File: src/rtl/grayscale.sv
// RGB-to-gray conversion stage feeding the Sobel filter.
// Two-stage pipeline (sum, divide) with full backpressure and a one-frame pixel budget.
module grayscale #(
    parameter int IMG_HEIGHT = 540,
    parameter int IMG_WIDTH  = 720
) (
    input  logic        clock,
    input  logic        reset,
    output logic        rgb_rd_en,
    input  logic        rgb_empty,
    input  logic [23:0] rgb_dout,
    output logic        gray_wr_en,
    input  logic        gray_full,
    output logic [7:0]  gray_din,
    output logic        done
);

    localparam int NUM_PIXELS = IMG_HEIGHT * IMG_WIDTH;
    localparam int CNT_W      = $clog2(NUM_PIXELS + 1);
    localparam logic [CNT_W-1:0] FRAME_CNT = CNT_W'(NUM_PIXELS);
    localparam logic [CNT_W-1:0] LAST_CNT  = CNT_W'(NUM_PIXELS - 1);

    function automatic logic [9:0] sum_rgb(input logic [23:0] px);
        return {2'b00, px[23:16]} + {2'b00, px[15:8]} + {2'b00, px[7:0]};
    endfunction

    // Truncating divide; the 765 ceiling guarantees the quotient fits in 8 bits.
    function automatic logic [7:0] div3(input logic [9:0] s);
        return 8'(s / 10'd3);
    endfunction

    logic             vld_p1;
    logic [9:0]       sum_p1;
    logic             vld_p2;
    logic [7:0]       gray_p2;
    logic [CNT_W-1:0] rd_count;
    logic [CNT_W-1:0] wr_count;
    logic             s2_load;

    assign gray_wr_en = vld_p2 & ~gray_full;
    assign gray_din   = vld_p2 ? gray_p2 : 8'd0;
    assign s2_load    = vld_p1 & (~vld_p2 | gray_wr_en);
    // Gated by reset so no pop is requested while the pipeline is held in reset.
    assign rgb_rd_en  = reset & ~rgb_empty & ~done & (rd_count < FRAME_CNT)
                        & (~vld_p1 | s2_load);

    // Stage 1: pop and sum the three channels
    always_ff @(posedge clock or negedge reset) begin
        if (!reset) begin
            vld_p1 <= 1'b0;
            sum_p1 <= '0;
        end else if (rgb_rd_en) begin
            vld_p1 <= 1'b1;
            sum_p1 <= sum_rgb(rgb_dout);
        end else if (s2_load) begin
            vld_p1 <= 1'b0;
        end
    end

    // Stage 2: divide by three and hold until the gray FIFO accepts it
    always_ff @(posedge clock or negedge reset) begin
        if (!reset) begin
            vld_p2  <= 1'b0;
            gray_p2 <= '0;
        end else if (s2_load) begin
            vld_p2  <= 1'b1;
            gray_p2 <= div3(sum_p1);
        end else if (gray_wr_en) begin
            vld_p2 <= 1'b0;
        end
    end

    // Frame accounting; reads stop at the frame size so neither counter can wrap
    always_ff @(posedge clock or negedge reset) begin
        if (!reset) begin
            rd_count <= '0;
            wr_count <= '0;
            done     <= 1'b0;
        end else begin
            if (rgb_rd_en) rd_count <= rd_count + 1'b1;
            if (gray_wr_en) begin
                wr_count <= wr_count + 1'b1;
                if (wr_count == LAST_CNT) done <= 1'b1;
            end
        end
    end

endmodule

File: config.mk
export PLATFORM = sky130hd
export DESIGN_NAME = grayscale
export DESIGN_NICKNAME = d
export VERILOG_FILES = /design/src/rtl/grayscale.sv
export SDC_FILE = /design/constraint.sdc
export NUM_CORES = 1
export LEC_CHECK = 0
export ABC_AREA = 0
export ABC_CLOCK_PERIOD_IN_PS = 4200
export CAP_MARGIN = 15
export CORE_MARGIN = 2
export CORE_UTILIZATION = 29
export DETAILED_ROUTE_END_ITERATION = 8
export MAX_ROUTING_LAYER = met4
export PLACE_DENSITY = 0.54
export SETUP_SLACK_MARGIN = 0.5
export SYNTH_ARGS = -nofsm -noshare
export SYNTH_HDL_FRONTEND = slang
export SYNTH_SLANG_ARGS = --single-unit
File: constraint.sdc
create_clock -name clock -period 4.2 [get_ports clock]
set_input_delay 0.63 -clock clock [delete_from_list [all_inputs] [get_ports clock]]
set_output_delay 0.63 -clock clock [all_outputs]
set_load 0.01 [all_outputs]
After elaboration in Yosys (flattened, before gate mapping)
Cells that the tools add are included.
{"block": "word_totals", "register_bits": 59, "out_inout_bits": 11, "romBits": 0, "inputBits": 28, "elab_cells": 35, "mem_count": 0, "latch_bits": 0, "mem_bits_rw": 0}
{"block": "op_classes", "n_mul": 0, "n_addsub": 4, "n_reduce_logical": 3, "eq_ne": 1, "mux": 5, "n_bitwise": 13, "div": 1, "shifts": 0, "order_cmp": 1}
{"cell": "$add A19 B1 Y19 const B", "n": 2}
{"cell": "$eq A19 B19 Y1 const B", "n": 1}
{"cell": "$lt A19 B19 Y1 const B", "n": 1}
{"cell": "$add A9 B8 Y10", "n": 1}
{"cell": "$div A10 B2 Y10 const B", "n": 1}
{"cell": "$add A8 B8 Y9", "n": 1}
{"cell": "$mux W8", "n": 1}
{"cell": "$and A1 B1 Y1", "n": 6}
{"cell": "$not A1 Y1", "n": 5}
{"cell": "$mux W1", "n": 4}
{"cell": "$reduce_bool A2 Y1", "n": 2}
{"cell": "$or A1 B1 Y1", "n": 2}
{"cell": "$reduce_and A2 Y1", "n": 1}

Logic depth before layout (Yosys ltp)
{"block": "logic_depth", "ltp_word": 7, "ltp_mapped": 16, "ltp_nobuf": 13}

Worst setup path before layout
Ideal clock, no wire load.
{"block": "synth_timing", "kind": "reg-to-reg", "start": "register sum_p1[6]", "end": "register gray_p2[0]", "setup_ps": 88, "setup_slack_ps": 1226, "n_path_buf": 3, "t_required_ps": 4112, "path_stages_with_launch": 17, "period_less_slack_ps": 2974, "arrival_time_ps": 2885, "path_cell_list": "dfrtp_1 -> buf_4 -> buf_2 -> nand2_1 -> o21ai_0 -> o22ai_1 -> nand2_4 -> nor3_1 -> a211oi_1 -> a31oi_1 -> ha_1 -> buf_2 -> nor3_1 -> mux2_2 -> a2111oi_2 -> a32oi_1 -> a41oi_1"}
{"block": "synth_between", "elab_chain_len": 1}
{"item": "from (decl)", "line_no": "33", "text": "logic [9:0] sum_p1;"}
{"item": "from (signal assigned)", "line_no": "54", "text": "sum_p1 <= sum_rgb(rgb_dout);"}
{"item": "$div A10 B2 Y10", "line_no": "29", "text": "return 8'(s / 10'd3);"}
{"item": "to (signal assigned)", "line_no": "67", "text": "gray_p2 <= div3(sum_p1);"}
{"item": "to (decl)", "line_no": "35", "text": "logic [7:0] gray_p2;"}
Every way passes these cells.
A chain may end at the register's enable or synchronous reset.

Worst setup path after layout
Same ends and word-level chain as after synthesis.

==> results.cfg <==
[outcome]
status = finished clean

[synth]
synthFlopType = dfrtp_1
synth_seq_cells = 59
syn_nets = 437
synth_edf_count = 0
synth_area_mm2 = 0.00378
ys_seq_area_frac = 0.391
async_flop_share = 1.00
ys.warnings.count = 0
synthCells = 390
postSynthAreaPerCell_um2 = 9.69
ys_types = 61

[critical_path]
crit_type = reg2reg
cp-endpoint = gray_p2[0]
crit_path_end_kind = flip-flop
cp_num_buf_inv = 0
cp-start-kind = flip-flop
cp_slowest_cell = or4b_1
worstPathRequired_ns = 4.43
reg2reg_slack_ns = 0.77
cp_slowest_stage_delay_ns = 0.61
cp_data_arrival_time_ns = 3.66
cp.depth = 12
reg2reg_from = sum_p1[6]
crit_family = compound AO/OA/AOI/OAI gates
r2r-end = gray_p2[0]
reg2reg_depth = 12
cp-startpoint = sum_p1[6]
crit_path_max_fanout = 21
cp_cell_sequence = or4b_1, o21ai_0, o22ai_1, nand2_2, nand2_1, a31oi_1, ha_2, nor3_1, mux2_2, a2111oi_2, a32oi_1, a41oi_1

[finish]
final_common_cell = dfrtp_1
design_area_mm2 = 0.00453
insertedDiodeCount = 0
fin_util = 0.357
layout.cells.non_filler = 596
final_cell_mix = dfrtp_1 (54), clkdlybuf4s50_1 (37), nand2_1 (33)
drive_gt1_frac = 0.104
area_delta_synth_final_pct = 19.8
fin_nets = 471
num-fill-cells = 1309

[placed_design]
dpl.cell_count = 585
place_area_mm2 = 0.00427
globalplace.congestion = 0.848
place.port_buffers = 38
hpwl_um = 5620

[power_and_ir_drop]
pwr_density_cell_mw_per_mm2 = 566
vdd_drop_max_uv = 166
p_leak_nw = 1.89

[global_route]
antenna_found_initial = 0
grt_pass1_vias = 2875
grt_max_degree = 60
overflow = 0
grt_util_all_layers = 0.121
grt_pass1_wl_um = 13300

[floorplanning]
die_width_um = 118
die_area_mm2 = 0.0140
die_h_um = 118
io-pin-count = 39
coreArea_mm2 = 0.0127
start_util = 0.298
fp-row-count = 41

[drt]
first_iter_violations = 107
drc = 0
wirelength_um = 7700
dr.pass1.iters = 4
avgViaCountPerCell = 4.81
antenna_left = 0
num_vias = 2864
wire_per_inst_um = 12.9

[clocking]
cts_sinks = 59
cts_buffers = 9
cts_tree = yes
cts.htree.levels = 3
clock_latency_ns = 0.32
clkTransAtPathRegs_ns = 0.05
ctsRootBufferMaster = clkbuf_16
cts_buffer_depth = 2

[sta]
maxSlewHeadroom = 0.498
hold_viol_final = 0
finClkSkew_ns = 0.00464
rsz0062_at_grt = no
hold_slack_ns = 0.471
min_period_over_period = 0.818
slew_viol_final = 0
tns_ns = 0
setup_viol = 0
worstMarginPinSlew_ns = 0.753
fmax_ghz = 0.291
min_period_ns = 3.43

[min_path]
hold_path_class = reg2reg

[run]
max_cap_viol_count = 0
==> per-layer routing <==
| layer | track usage | vias up | share of wire | routed length, um |
|---|---|---|---|---|
| li1 | - | 1437 | - | - |
| met4 | 0.0452 | 0 | 0.014 | 110 |
| met3 | 0.0290 | 7 | 0.031 | 238 |
| met1 | 0.148 | 1378 | 0.47 | 3600 |
| met5 | - | - | 0 | 0 |
| met2 | 0.194 | 42 | 0.49 | 3750 |
==> per-stage QoR <==
stage          total power [mW]  setup WS, ns
6_report                   2.56         0.766
3_3_place_gp               1.92         0.749
3_5_place_dp               1.94         0.581
4_1_cts                    2.58         0.566
5_1_grt                    2.77         0.507
2_1_floorplan              1.74          1.23
==> cells in the mapped netlist, types with 2 or more instances <==
| library cell | instances | share of area |
|---|---|---|
| nand2b_1 | 3 | 0.0050 |
| a21oi_1 | 22 | 0.029 |
| a31o_2 | 2 | 0.0046 |
| buf_2 | 4 | 0.0053 |
| o21ai_0 | 12 | 0.016 |
| buf_4 | 4 | 0.0079 |
| nand4bb_1 | 2 | 0.0060 |
| and4_1 | 2 | 0.0046 |
| mux2i_1 | 2 | 0.0053 |
| nand4_1 | 7 | 0.012 |
| o211ai_1 | 2 | 0.0040 |
| buf_6 | 4 | 0.012 |
| and3_1 | 5 | 0.0083 |
| a211oi_1 | 3 | 0.0060 |
| nor2b_1 | 5 | 0.0083 |
| a22oi_2 | 2 | 0.0066 |
| nor3_1 | 6 | 0.0079 |
| nor4_1 | 2 | 0.0033 |
| nand2_1 | 33 | 0.033 |
| clkbuf_1 | 6 | 0.0060 |
| o22ai_1 | 6 | 0.0099 |
| nor2_1 | 31 | 0.031 |
| dfrtp_1 | 59 | 0.39 |
| nand3b_1 | 4 | 0.0079 |
| mux2_2 | 8 | 0.024 |
| a21o_1 | 4 | 0.0079 |
| and2_1 | 10 | 0.017 |
| o32ai_1 | 2 | 0.0046 |
| a31oi_1 | 4 | 0.0066 |
| a41oi_1 | 2 | 0.0046 |
| o21bai_1 | 6 | 0.012 |
| xnor2_1 | 28 | 0.065 |
| or3b_1 | 2 | 0.0046 |
| o22a_1 | 2 | 0.0046 |
| inv_1 | 17 | 0.017 |
| nand3_1 | 19 | 0.025 |
| xor2_2 | 2 | 0.0086 |
| xor2_1 | 16 | 0.037 |
| fa_1 | 9 | 0.048 |
| ha_1 | 10 | 0.033 |
==> power by group <==
part / switching, mW / leakage (nW) / total, mW / internal [mW]
logic: 0.525 / 1.02 / 1.03 / 0.509
registers: 0.212 / 0.750 / 0.909 / 0.696
clock network: 0.224 / 0.122 / 0.620 / 0.395
==> what timing repair did <==
action | CTS | global route
hold buffers | 0 | 0
setup buffers | 0 | 0
endpoints found under the setup margin | 0 | 2
resized for setup | 0 | 6
==> final cells by class <==
| class | count | area, um2 | area share |
|---|---|---|---|
| Clock buffer | 10 | 239 | 0.0528 |
| Clock inverter | 1 | 5.00 | 0.00111 |
| Inverter | 18 | 67.6 | 0.0149 |
| Multi-Input combinational cell | 295 | 2120 | 0.468 |
| Sequential cell | 59 | 1480 | 0.328 |
| Tap cell | 172 | 215 | 0.0476 |
| Timing Repair Buffer | 41 | 398 | 0.0879 |
==> worst min-delay path by stage <==
stage,end,start,cells after the start,slack [ns]
after global routing,wr_count[16],wr_count[16],1,0.49
after CTS,wr_count[2],wr_count[2],1,0.48
after global placement,wr_count[11],wr_count[11],1,0.46
after detailed placement,wr_count[2],wr_count[2],1,0.46
after floorplan,done,reset,0,0.33
final,wr_count[2],wr_count[2],1,0.47
==> flip-flops by register name (all words and copies together) (netlist names) <==
name and count:
vld_p1 1, done 1, rd_count 19, vld_p2 1, sum_p1 10, wr_count 19
gray_p2 8
==> kinds of logic (layout without fill, tap and decap cells) <==
logic type               count (synthesis)  after routing  synth area share
multiplexers                            10             10            0.0291
AO/OA/AOI/OAI                           81             81             0.146
AND/OR/NAND/NOR                        138            138             0.189
adder cells (fa/ha/maj)                 19             19            0.0808
flip-flops                              59             59             0.391
buffers and inverters                   36             70            0.0490
XOR/XNOR                                47             47             0.115
Power figures use the tool's default switching activity.
